--- src/rtl/chip8_regfile_xfer_if.sv ---
// Command bus (CPU -> sequencer) and memory beat bus (sequencer -> memory) for chip8_regfile_xfer.
// The master drives commands and memory responses; the slave is the register-file sequencer.
interface chip8_regfile_xfer_if #(
   parameter int RW = 4,
   parameter int DW = 8,
   parameter int AW = 12
);
   logic          cmd_valid;
   logic          cmd_ready;
   logic [1:0]    cmd_op;
   logic [RW-1:0] cmd_last;
   logic [AW-1:0] cmd_addr;
   logic          busy;
   logic          done;
   logic          err;
   logic          mem_req;
   logic          mem_wr;
   logic [AW-1:0] mem_addr;
   logic [DW-1:0] mem_wdata;
   logic [DW-1:0] mem_rdata;
   logic          mem_ack;

   modport master (
      output cmd_valid, cmd_op, cmd_last, cmd_addr, mem_rdata, mem_ack,
      input  cmd_ready, busy, done, err, mem_req, mem_wr, mem_addr, mem_wdata
   );

   modport slave (
      input  cmd_valid, cmd_op, cmd_last, cmd_addr, mem_rdata, mem_ack,
      output cmd_ready, busy, done, err, mem_req, mem_wr, mem_addr, mem_wdata
   );
endinterface

--- src/rtl/chip8_regfile_xfer.sv ---
// V-register file with block-transfer sequencer to memory / RPL store; CHIP8_XFER_INC_I_EN adds i_next/i_update.
// Reads combinational; a transfer of last+1 entries completes with done last+2 cycles after acceptance, memory beats stall on mem_ack.
module chip8_regfile_xfer #(
   parameter int NREG      = 16,
   parameter int DW        = 8,
   parameter int AW        = 12,
   parameter int RPL_DEPTH = 8,
   localparam int RW       = $clog2(NREG)
) (
   input  logic          clk,
   input  logic          res_n,
   input  logic [RW-1:0] x,
   input  logic [RW-1:0] y,
   output logic [DW-1:0] vx,
   output logic [DW-1:0] vy,
   input  logic          wx,
   input  logic [DW-1:0] nx,
   input  logic          wf,
   input  logic [DW-1:0] nf,
   chip8_regfile_xfer_if.slave bus
`ifdef CHIP8_XFER_INC_I_EN
   ,
   output logic [AW-1:0] i_next,
   output logic          i_update
`endif
);

   localparam int PW = (RPL_DEPTH > 1) ? $clog2(RPL_DEPTH) : 1;

   typedef enum logic [1:0] {S_IDLE, S_MEM, S_RPL, S_DONE} state_t;

   state_t        state;
   logic [DW-1:0] regs [NREG];
   logic [DW-1:0] rpl  [RPL_DEPTH];
   logic          load_q;
   logic [RW-1:0] last_q;
   logic [RW-1:0] idx_q;
   logic [AW-1:0] addr_q;
   logic [RW-1:0] idx_inc;
   logic [PW-1:0] ridx;
   logic          rpl_bad;

   assign idx_inc = idx_q + RW'(1);
   assign ridx    = idx_q[PW-1:0];
   assign rpl_bad = (int'(bus.cmd_last) >= RPL_DEPTH);
   assign vx      = regs[x];
   assign vy      = regs[y];

   always_ff @(posedge clk or negedge res_n) begin
      if (!res_n) begin
         state  <= S_IDLE;
         for (int i = 0; i < NREG; i++) regs[i] <= '0;
         for (int i = 0; i < RPL_DEPTH; i++) rpl[i] <= '0;
         load_q <= 1'b0;
         last_q <= '0;
         idx_q  <= '0;
         addr_q <= '0;
         bus.cmd_ready <= 1'b1;
         bus.busy      <= 1'b0;
         bus.done      <= 1'b0;
         bus.err       <= 1'b0;
         bus.mem_req   <= 1'b0;
         bus.mem_wr    <= 1'b0;
         bus.mem_addr  <= '0;
         bus.mem_wdata <= '0;
`ifdef CHIP8_XFER_INC_I_EN
         i_next   <= '0;
         i_update <= 1'b0;
`endif
      end else begin
         bus.done <= 1'b0;
         bus.err  <= 1'b0;
`ifdef CHIP8_XFER_INC_I_EN
         i_update <= 1'b0;
`endif
         case (state)
            S_IDLE: begin
               // Flag write is last so it wins when both target register NREG-1.
               if (wx) regs[x] <= nx;
               if (wf) regs[NREG-1] <= nf;
               if (bus.cmd_valid) begin
                  if (bus.cmd_op[1] && rpl_bad) begin
                     bus.err <= 1'b1;
                  end else begin
                     load_q        <= bus.cmd_op[0];
                     last_q        <= bus.cmd_last;
                     addr_q        <= bus.cmd_addr;
                     idx_q         <= '0;
                     bus.busy      <= 1'b1;
                     bus.cmd_ready <= 1'b0;
                     if (bus.cmd_op[1]) begin
                        state <= S_RPL;
                     end else begin
                        state         <= S_MEM;
                        bus.mem_req   <= 1'b1;
                        bus.mem_wr    <= ~bus.cmd_op[0];
                        bus.mem_addr  <= bus.cmd_addr;
                        bus.mem_wdata <= regs[0];
                     end
                  end
               end
            end

            S_MEM: begin
               if (bus.mem_ack) begin
                  if (load_q) regs[idx_q] <= bus.mem_rdata;
                  if (idx_q == last_q) begin
                     state       <= S_DONE;
                     bus.mem_req <= 1'b0;
                     bus.mem_wr  <= 1'b0;
                     bus.done    <= 1'b1;
`ifdef CHIP8_XFER_INC_I_EN
                     i_update <= 1'b1;
                     i_next   <= addr_q + AW'(last_q) + AW'(1);
`endif
                  end else begin
                     // Next beat is presented immediately so zero-wait memory runs one beat per cycle.
                     idx_q         <= idx_inc;
                     bus.mem_addr  <= addr_q + AW'(idx_inc);
                     bus.mem_wdata <= regs[idx_inc];
                  end
               end
            end

            S_RPL: begin
               if (load_q) regs[idx_q] <= rpl[ridx];
               else        rpl[ridx]   <= regs[idx_q];
               if (idx_q == last_q) begin
                  state    <= S_DONE;
                  bus.done <= 1'b1;
               end else begin
                  idx_q <= idx_inc;
               end
            end

            default: begin
               state         <= S_IDLE;
               bus.busy      <= 1'b0;
               bus.cmd_ready <= 1'b1;
            end
         endcase
      end
   end

endmodule

--- src/flat_wrapper.sv ---
// flat-port wrapper written by rule: the top's interface ports become plain ports
module chip8_regfile_xfer_flat 
#(
   parameter int NREG      = 16,
   parameter int DW        = 8,
   parameter int AW        = 12,
   parameter int RPL_DEPTH = 8,
   localparam int RW       = $clog2(NREG)
)
  (clk, res_n, x, y, vx, vy, wx, nx, wf, nf, bus_cmd_valid, bus_cmd_op, bus_cmd_last, bus_cmd_addr, bus_mem_rdata, bus_mem_ack, bus_cmd_ready, bus_busy, bus_done, bus_err, bus_mem_req, bus_mem_wr, bus_mem_addr, bus_mem_wdata);
  chip8_regfile_xfer_if #(.RW(RW), .DW(DW), .AW(AW)) bus_i ();
  input  logic clk;
  input  logic res_n;
  input  logic [RW-1:0] x;
  input  logic [RW-1:0] y;
  output logic [DW-1:0] vx;
  output logic [DW-1:0] vy;
  input  logic wx;
  input  logic [DW-1:0] nx;
  input  logic wf;
  input  logic [DW-1:0] nf;
  input wire logic [$bits(bus_i.cmd_valid)-1:0] bus_cmd_valid;
  input wire logic [$bits(bus_i.cmd_op)-1:0] bus_cmd_op;
  input wire logic [$bits(bus_i.cmd_last)-1:0] bus_cmd_last;
  input wire logic [$bits(bus_i.cmd_addr)-1:0] bus_cmd_addr;
  input wire logic [$bits(bus_i.mem_rdata)-1:0] bus_mem_rdata;
  input wire logic [$bits(bus_i.mem_ack)-1:0] bus_mem_ack;
  output wire logic [$bits(bus_i.cmd_ready)-1:0] bus_cmd_ready;
  output wire logic [$bits(bus_i.busy)-1:0] bus_busy;
  output wire logic [$bits(bus_i.done)-1:0] bus_done;
  output wire logic [$bits(bus_i.err)-1:0] bus_err;
  output wire logic [$bits(bus_i.mem_req)-1:0] bus_mem_req;
  output wire logic [$bits(bus_i.mem_wr)-1:0] bus_mem_wr;
  output wire logic [$bits(bus_i.mem_addr)-1:0] bus_mem_addr;
  output wire logic [$bits(bus_i.mem_wdata)-1:0] bus_mem_wdata;
  assign bus_i.cmd_valid = bus_cmd_valid;
  assign bus_i.cmd_op = bus_cmd_op;
  assign bus_i.cmd_last = bus_cmd_last;
  assign bus_i.cmd_addr = bus_cmd_addr;
  assign bus_i.mem_rdata = bus_mem_rdata;
  assign bus_i.mem_ack = bus_mem_ack;
  assign bus_cmd_ready = bus_i.cmd_ready;
  assign bus_busy = bus_i.busy;
  assign bus_done = bus_i.done;
  assign bus_err = bus_i.err;
  assign bus_mem_req = bus_i.mem_req;
  assign bus_mem_wr = bus_i.mem_wr;
  assign bus_mem_addr = bus_i.mem_addr;
  assign bus_mem_wdata = bus_i.mem_wdata;
  chip8_regfile_xfer #(.NREG(NREG), .DW(DW), .AW(AW), .RPL_DEPTH(RPL_DEPTH)) u_core (.clk(clk), .res_n(res_n), .x(x), .y(y), .vx(vx), .vy(vy), .wx(wx), .nx(nx), .wf(wf), .nf(nf), .bus(bus_i));
endmodule
--- config.mk ---
export PLATFORM = sky130hd
export DESIGN_NAME = chip8_regfile_xfer_flat
export DESIGN_NICKNAME = d
export VERILOG_FILES = /design/src/rtl/chip8_regfile_xfer_if.sv /design/src/rtl/chip8_regfile_xfer.sv /design/src/flat_wrapper.sv
export SDC_FILE = /design/constraint.sdc
export NUM_CORES = 1
export LEC_CHECK = 0
export CORE_UTILIZATION = 50
export DETAILED_ROUTE_END_ITERATION = 7
export PLACE_DENSITY_LB_ADDON = 0.1
export SETUP_SLACK_MARGIN = 0.02
export SLEW_MARGIN = 20
export SYNTH_ARGS = -nofsm -noshare
export SYNTH_HDL_FRONTEND = slang
export SYNTH_SLANG_ARGS = --single-unit
--- constraint.sdc ---
create_clock -name clk -period 3.3 [get_ports clk]
set_clock_uncertainty 0.2 [all_clocks]
set_input_delay 0.33 -clock clk [delete_from_list [all_inputs] [get_ports clk]]
set_output_delay 0.33 -clock clk [all_outputs]
set_load 0.01 [all_outputs]
==> results of run 1 <==
## what timing repair did
item / CTS / global route
gates resized for setup: 0 / 0
endpoints found under the setup margin: 0 / 0
hold buffers: 1 / 0
buffers inserted: 0 / 0
hold endpoints to repair: 73 / 0
## layer usage
layer | GRT usage | wire length (µm) | part of all wire | vias up
li1 | - | - | - | 7111
met1 | 0.4952 | 29280 | 0.38 | 8790
met2 | 0.5419 | 32840 | 0.43 | 1235
met3 | 0.1368 | 10100 | 0.13 | 297
met4 | 0.2221 | 5026 | 0.065 | 0
met5 | 0 | 0 | 0 | -
## sequential cells by signal, summed over array words and instances (netlist names), 2 cells and up
signal / cells
u_core.addr_q: 12
u_core.bus.mem_addr: 12
u_core.bus.mem_wdata: 8
u_core.idx_q: 4
u_core.last_q: 4
u_core.regs: 128
u_core.rpl: 64
u_core.state: 2
## logic make-up after synthesis
kind of cell	count (synthesis)	share of synthesized area
adder cells (fa/ha/maj)	13	0.008400
XOR/XNOR	12	0.006486
buffers and inverters	214	0.05361
multiplexers	550	0.3841
flip-flops	241	0.2978
AND/OR/NAND/NOR	375	0.08376
AO/OA/AOI/OAI	375	0.1658
## placed cells by master (no fill, tap or decap), types with 7 or more instances in the layout
cell type          n
a211oi_2           8
a21oi_1           26
mux2_2           174
o21ai_0           19
a41oi_2           65
mux4_2           160
nor2b_1           11
buf_12            11
a41oi_1           55
bufinv_16          7
and2_1             9
nand2_1          271
or2_2              8
o211ai_1         124
mux2i_1          171
nand4_1            9
nor2_1            21
dfrtp_1          237
clkdlybuf4s50_1   92
mux2_1            45
nand3_1            8
ha_1               9
clkbuf_16         30
o21ai_1           23
nand4_2            7
nor3_1             7
buf_4            123
inv_1              9
a21o_1            16
## power by group through the flow
| stage | clock network, µW | logic [µW] | registers [µW] |
|---|---|---|---|
| 2_1_floorplan | 0 | 11800 | 5590 |
| 3_3_place_gp | 0 | 17000 | 6240 |
| 3_5_place_dp | 0 | 17300 | 6350 |
| 4_1_cts | 3830 | 17400 | 6310 |
| 5_1_grt | 3940 | 18600 | 6590 |
| 6_report | 3780 | 17800 | 6460 |
## worst max-delay path by stage
| stage | startpoint | endpoint | slack, ns | depth (start not counted) |
|---|---|---|---|---|
| 2_1_floorplan | u_core.idx_q[0]$_DFFE_PN0P_ | u_core.bus.mem_wdata[0]$_DFFE_PN0P_ | 0.08 | 11 |
| 3_3_place_gp | x[2] | vx[4] | 0.35 | 4 |
| 3_5_place_dp | x[2] | u_core.regs[4]$_DFFE_PN0P_ | 0.29 | 7 |
| 4_1_cts | u_core.regs[3]$_DFFE_PN0P_ | vy[3] | 0.05 | 3 |
| 5_1_grt | u_core.regs[23]$_DFFE_PN0P_ | vy[7] | 0.05 | 3 |
| 6_report | u_core.regs[3]$_DFFE_PN0P_ | vy[3] | 0.07 | 3 |
## per-stage QoR
step	area [µm²]	std cells	hold WS [ns]
after detailed placement	22030	2335	0.1664
after global placement	22030	2335	0.1717
after CTS	23170	2391	0.1163
after global routing	23170	2392	0.1410
after floorplan	20260	1780	-0.1656
final	23180	2394	0.09637
## cell type report
type	count	area, µm²
Fill cell	3345	16640
Multi-Input combinational cell	1325	13200
Sequential cell	241	6038
Timing Repair Buffer	232	2110
Clock buffer	42	855.8
Tap cell	525	656.9
Clock inverter	13	265.3
Inverter	14	52.55
Antenna cell	2	5.005
## critical path, cell delays in order, from the launching register on
cell and delay, ns:
dfrtp_1 0.49, mux4_2 0.51, mux4_2 0.55, clkdlybuf4s50_1 0.55
==> results_dict.tcl, run 1 <==
set metrics [dict create \
    outcome "finished clean" \
    clkLatencyLatePin_ns 0.60 \
    synth_commonest_cells "nand2_1 (271), dfrtp_1 (240), mux2_2 (174)" \
    synth.top_cell.area_share 0.2965 \
    cts_root_buffer "clkbuf_16" \
    drt_iter0_markers 1917 \
    hp-class "in -> async" \
    vias 17430 \
    setup_viol 0 \
    place_hpwl_um 51250 \
    p_per_area_mw_per_mm2 1208 \
    maxCapViolCount 0 \
    seq_area_frac_synth 0.2978 \
    numCtsBuffers 30 \
    ys_ff_latch 241 \
    p_seq_frac 0.231 \
    switching_share 0.4797 \
    grt_pass1_wl_um 115800 \
    dieArea_mm2 0.04132 \
    num_rows 73 \
    r2r_setup_slack_ns 0.29 \
    antenna_found_initial 2 \
    p_sw_uw 13430 \
    syn-num-nets 1849 \
    fp.dieH_um 203.3 \
    port_buffers 97 \
    firstDrtPassIters 5 \
    fmax_mhz 309.4 \
    async_flop_share 1.000 \
    ant_nets 0 \
    maxSlewViolCount 0 \
    period_share 0.9795 \
    tns_ns 0 \
    rsz0062_at_grt "false" \
    synth.top_cells.by_area "dfrtp_1 (30%), mux4_2 (18%), mux2_2 (9.7%)" \
    cts_sinks 241 \
    dp_slack_ns 0.2860 \
    clkTransAtPathRegs_ns 0.06 \
    area_delta_synth_final_pct 14.42 \
    crit-reg2reg-launch "u_core.idx_q[1]$_DFFE_PN0P_" \
    drcViolationCount 0 \
    ys_types 71 \
    cts.path.max_buffers 3 \
    crit_required_ns 2.77 \
    r2r_end "u_core.regs[110]$_DFFE_PN0P_" \
    postLayoutCoreUtil 0.5820 \
    leakagePower_uw 0.008973 \
    place_congestion 0.9704 \
    die_w_um 203.3 \
    ioPinCount 98 \
    grt_start_max_net_pins 130 \
    start_util 0.5087 \
    nets 1913 \
    relSlewSlack 0.2951 \
    drive_above_1_share 0.3428 \
    p_int_uw 14570 \
    synthCells 1780 \
    hold_viol_final 0 \
    synth.most_common_cell "nand2_1" \
    clkPwrFrac 0.135 \
    critPathArrivalTime_ns 2.70 \
    p_comb_frac 0.634 \
    yosys_warnings 0 \
    vias_per_cell 7.282 \
    synth_largest_area_cell "dfrtp_1" \
    reg2reg_depth 7 \
    syn-mean-instance-area_um2 11.38 \
    finalCriticalPeriod_ns 3.232 \
    setup_slack_ns 0.06759 \
    critical_path_class "reg -> out" \
    syn_area_mm2 0.02026 \
    path_max_fanout 7 \
    routed_wl_um 77240 \
    tritoncts "yes" \
    worst_pin_slew_ns 1.054 \
    cts_max_level 1 \
    total_power_uw 28000 \
    grt_pass1_vias 17220 \
    ys.flop_type "dfrtp_1" \
    start_kind "register" \
    track_usage 0.3798 \
    synth_edf_count 0 \
    cp-end-kind "output pin" \
    overflow 0 \
    core-area_mm2 0.03982 \
    ir_worst_vdd_mv 0.6099 \
    wl_per_cell_um 32.26 \
]
No activity file was read; power rests on OpenSTA's default activity.
==> run 2, diff against run 1 <==
Settings changed: MAX_ROUTING_LAYER set to met4, SLEW_MARGIN 20 to not set.
==> results_dict.tcl, run 2 (synthesis results as in run 1) <==
set metrics [dict create \
    drive_above_1_share 0.3425 \
    place_congestion 0.9994 \
    core-area_mm2 0.03982 \
    maxSlewViolCount 0 \
    top_register "u_core.regs" \
    p_per_area_mw_per_mm2 1198 \
    grt_start_max_net_pins 121 \
    post_dp_cell_area_mm2 0.02202 \
    total_power_uw 27660 \
    nets 1910 \
    drt_iter0_markers 1907 \
    top_regs "u_core.regs x128, u_core.rpl x64" \
    critPathArrivalTime_ns 2.69 \
    leakagePower_uw 0.008938 \
    post_cts_buffers 0 \
    max_stage_delay_ns 0.56 \
    crit_chain "mux4_2 > mux4_2 > clkdlybuf4s50_1" \
    num_rows 73 \
    slowest_stage "mux4_2" \
    r2r_setup_slack_ns 0.35 \
    die_w_um 203.3 \
    track_usage 0.3859 \
    start_kind "register" \
    switching_share 0.4801 \
    cp-end-kind "output pin" \
    ioPinCount 98 \
    cts_root_buffer "clkbuf_16" \
    period_share 0.9746 \
    reg2reg_depth 7 \
    tns_ns 0 \
    worst_pin_slew_ns 1.153 \
    overflow 0 \
    cts.path.max_buffers 3 \
    port_buffers 97 \
    final_common_cell "nand2_1" \
    r2r_end "u_core.regs[21]$_DFFE_PN0P_" \
    fmax_mhz 310.9 \
    fin_area_mm2 0.02309 \
    tritoncts "yes" \
    wl_per_cell_um 32.08 \
    met3_usage 0.1253 \
    vias_per_cell 7.254 \
    grt_util_met2 0.5512 \
    finalCriticalPeriod_ns 3.216 \
    firstDrtPassIters 5 \
    clkTransAtPathRegs_ns 0.06 \
    cts_max_level 1 \
    outcome "finished clean" \
    largest_register_ffs 128 \
    ant_nets 0 \
    p_comb_frac 0.636 \
    grt_pass1_wl_um 114100 \
    layout_common_cells "nand2_1 (271), dfrtp_1 (237), mux2_2 (174)" \
    rsz0062_at_grt "false" \
    antenna_found_initial 2 \
    setup_viol 0 \
    maxCapViolCount 0 \
    numCtsBuffers 30 \
    fp.dieH_um 203.3 \
    place_hpwl_um 51720 \
    ir_worst_vdd_mv 0.6903 \
    path_max_fanout 7 \
    start_util 0.5087 \
    postLayoutCoreUtil 0.5799 \
    relSlewSlack 0.2280 \
    crit_path_frequent_cell "mux4_2" \
    crit-reg2reg-launch "u_core.state[0]$_DFFE_PN0P_" \
    p_int_uw 14380 \
    grtUsageMet1 0.4880 \
    area_delta_synth_final_pct 14.01 \
    clkLatencyLatePin_ns 0.58 \
    hold_viol_final 0 \
    drcViolationCount 0 \
    routed_wl_um 76680 \
    hp-class "in -> async" \
    clkPwrFrac 0.129 \
    dieArea_mm2 0.04132 \
    cts_sinks 241 \
    grt_pass1_vias 17070 \
    crit_required_ns 2.77 \
    p_sw_uw 13280 \
    critical_path_class "reg -> out" \
    busiest_layer "met2" \
    vias 17340 \
    p_seq_frac 0.235 \
]
-- run 2: changes by cell type in the layout (fill, tap and decap cells not counted), sizes merged --
cell / delta
bufinv: -3
buf: -3
clkinv: +1
clkbuf: +1
-- run 2: what timing repair did --
action / CTS / global route
gates resized for setup: 0 / 0
hold buffers: 1 / 0
endpoints found under the hold margin: 70 / 0
-- run 2: worst max path at each step --
stage / from / end
after floorplan: u_core.idx_q[0]$_DFFE_PN0P_ / u_core.bus.mem_wdata[0]$_DFFE_PN0P_
after detailed placement: x[2] / u_core.regs[3]$_DFFE_PN0P_
final: u_core.regs[3]$_DFFE_PN0P_ / vy[3]
after global placement: x[2] / u_core.regs[5]$_DFFE_PN0P_
after global routing: u_core.regs[3]$_DFFE_PN0P_ / vy[3]
after CTS: u_core.regs[7]$_DFFE_PN0P_ / vy[7]
-- run 2: final cells by class --
class / instances / area (µm²)
inverters: 14 / 52.55
repair buffers: 229 / 2087
clock inverters: 11 / 170.2
fillers: 3342 / 16730
clock buffers: 43 / 889.6
well taps: 525 / 656.9
multi-input cells: 1325 / 13200
diodes: 2 / 5.005
flip-flops and latches: 241 / 6038
-- run 2: routing by layer --
layer	vias to the layer above	wire, µm
met1	8807	29420
li1	7106	-
met2	1167	33320
met5	-	0
met3	257	9540
met4	0	4395
-- run 2: power by group through the flow --
stage                     sequential [µW]  clock (µW)  combinational, µW
final                                6510        3560              17600
after global placement               6320           0              16900
after global routing                 6630        3720              18400
after CTS                            6350        3610              17300
after floorplan                      5590           0              11800
after detailed placement             6400           0              17200
-- run 2: metrics by stage --
step	std cells	worst slack [ns]	hold slack, ns
floorplan	1780	0.07614	-0.1656
global placement	2333	0.3890	0.1552
detailed placement	2333	0.3501	0.1657
CTS	2388	0.09750	0.1478
global route	2390	0.04357	0.1564
finish	2390	0.08383	0.1091
-- run 2: critical path, delay by kind of cell, from the launching register on --
kind	cells	cell delay, ns
buffers and inverters	1	0.56
muxes	2	1.05
DFF	1	0.48
==> run 3, diff against run 2 <==
--- a/config.mk
+++ b/config.mk
@@ -9,5 +9,5 @@
 export DETAILED_ROUTE_END_ITERATION = 7
 export MAX_ROUTING_LAYER = met4
-export PLACE_DENSITY_LB_ADDON = 0.1
+export PLACE_DENSITY = 0.79
 export SETUP_SLACK_MARGIN = 0.02
 export SYNTH_ARGS = -nofsm -noshare
==> constraint.sdc (replaced) <==
create_clock -name clk -period 3.3 [get_ports clk]
set_clock_uncertainty 0.2 [all_clocks]
set_input_delay 0.33 -clock clk [delete_from_list [all_inputs] [get_ports clk]]
set_output_delay 0.33 -clock clk [all_outputs]
set_load 0.1 [all_outputs]
==> results_dict.tcl, run 3 (synthesis results as in run 1) <==
set metrics [dict create \
    outcome "finished clean" \
    antenna_found_initial 1 \
    cts_root_buffer "clkbuf_16" \
    drcViolationCount 0 \
    critPathArrivalTime_ns 2.54 \
    core-area_mm2 0.03982 \
    track_usage 0.3668 \
    die_w_um 203.3 \
    drive_above_1_share 0.3431 \
    regArea_mm2 0.006038 \
    start_util 0.5087 \
    clkLatencyLatePin_ns 0.59 \
    crit_chain "clkdlybuf4s50_1 > buf_4 > mux4_2 > mux4_2 > buf_12" \
    maxSlewViolCount 0 \
    setup_viol 0 \
    num-fill-cells 3200 \
    fp.dieH_um 203.3 \
    grt_start_max_net_pins 143 \
    hold_viol_final 0 \
    finalCriticalPeriod_ns 3.066 \
    period_share 0.9291 \
    routed_wl_um 73530 \
    rsz0062_at_grt "false" \
    top_regs "u_core.regs x128, u_core.rpl x64" \
    top_register "u_core.regs" \
    cts_sinks 241 \
    startpoint "y[1]" \
    area_delta_synth_final_pct 14.05 \
    hp-class "in -> async" \
    path_max_fanout 23 \
    tns_ns 0 \
    largest_register_ffs 128 \
    crit_required_ns 2.77 \
    vias 17570 \
    worst_pin_slew_ns 1.092 \
    fmax_mhz 326.2 \
    port_buffers 97 \
    tritoncts "yes" \
    r2r_setup_slack_ns 0.27 \
    firstDrtPassIters 8 \
    wl_per_cell_um 31.05 \
    cts_max_level 1 \
    cts.path.max_buffers 3 \
    maxCapViolCount 0 \
    ioPinCount 98 \
    nets 1889 \
    num_rows 73 \
    dieArea_mm2 0.04132 \
    multi_input_area_mm2 0.01320 \
    max_stage_delay_ns 0.68 \
    place_congestion 0.9784 \
    clkTransAtPathRegs_ns 0.06 \
    r2r_end "u_core.regs[91]$_DFFE_PN0P_" \
    start_kind "input port" \
    slowest_stage "clkdlybuf4s50_1" \
    reg2reg_depth 6 \
    final_common_cell "nand2_1" \
    crit-reg2reg-launch "u_core.state[0]$_DFFE_PN0P_" \
    crit_path_frequent_cell "mux4_2" \
    layout_common_cells "nand2_1 (271), dfrtp_1 (237), mux2_2 (174)" \
    critical_path_class "in -> out" \
    ant_nets 0 \
    grt_pass1_vias 17390 \
    grt_pass1_wl_um 110200 \
    numCtsBuffers 29 \
    vias_per_cell 7.420 \
    drt_iter0_markers 2648 \
    place_hpwl_um 48640 \
    overflow 0 \
    cp-end-kind "output pin" \
    relSlewSlack 0.2696 \
]
run 3: changes by cell type in the layout (fill, tap and decap cells not counted), sizes merged:
cell | before | now
clkdlybuf4s50 | 92 | 75
clkinv | 7 | 2
buf | 136 | 133
clkinvlp | 0 | 3
bufinv | 4 | 3
clkbuf | 43 | 44
diode | 2 | 1
inv | 14 | 15
run 3: how the worst max path moves through the flow:
stage	end	slack (ns)	depth (start not counted)
after global routing	u_core.regs[10]$_DFFE_PN0P_	0.19	6
after CTS	u_core.bus.mem_addr[10]$_DFFE_PN0P_	0.23	9
after floorplan	u_core.bus.mem_wdata[0]$_DFFE_PN0P_	0.08	11
after global placement	vy[0]	0.32	5
after detailed placement	u_core.bus.mem_addr[10]$_DFFE_PN0P_	0.24	9
final	vy[0]	0.23	5
run 3: per-layer routing:
| layer | up-vias | wire [µm] | global-route usage |
|---|---|---|---|
| met5 | - | 0 | - |
| met4 | 0 | 5194 | 0.2277 |
| met3 | 354 | 10120 | 0.1162 |
| met2 | 1401 | 32020 | 0.5267 |
| met1 | 8754 | 26190 | 0.4483 |
| li1 | 7062 | - | - |
run 3: final cells by class:
class / instances / share of cell area
Timing Repair Buffer: 209 / 0.09256
Multi-Input combinational cell: 1325 / 0.5712
Tap cell: 525 / 0.02843
Sequential cell: 241 / 0.2614
Clock buffer: 44 / 0.03775
Antenna cell: 1 / 0.0001083
Inverter: 14 / 0.002275
Clock inverter: 9 / 0.006337
run 3: metrics by stage:
| step | worst slack [ns] | area (µm²) | hold WS, ns | instances | util |
|---|---|---|---|---|---|
| 2_1_floorplan | 0.07614 | 20260 | -0.1656 | 1780 | - |
| 3_3_place_gp | 0.3224 | 22070 | 0.1902 | 2313 | 0.5541 |
| 3_5_place_dp | 0.2448 | 22070 | 0.1994 | 2313 | 0.5541 |
| 4_1_cts | 0.2255 | 23100 | 0.1336 | 2367 | 0.5800 |
| 5_1_grt | 0.1885 | 23100 | 0.1548 | 2368 | 0.5801 |
| 6_report | 0.2340 | 23100 | 0.1502 | 2368 | 0.5801 |
run 3: critical path, delay by kind of cell:
family | cells | cell delay (ns)
buf+inv | 3 | 1.28
mux | 2 | 0.91
run 3: timing repair:
item,CTS,global route
resized for setup,0,1
buffers inserted,0,0
hold buffers,1,0
hold endpoints to repair,77,0
setup endpoints to repair,0,2
Power of run 3 is left out: the tool's default activity adds up to more than one toggle a clock period on the data nets, which glitch-free logic cannot reach.
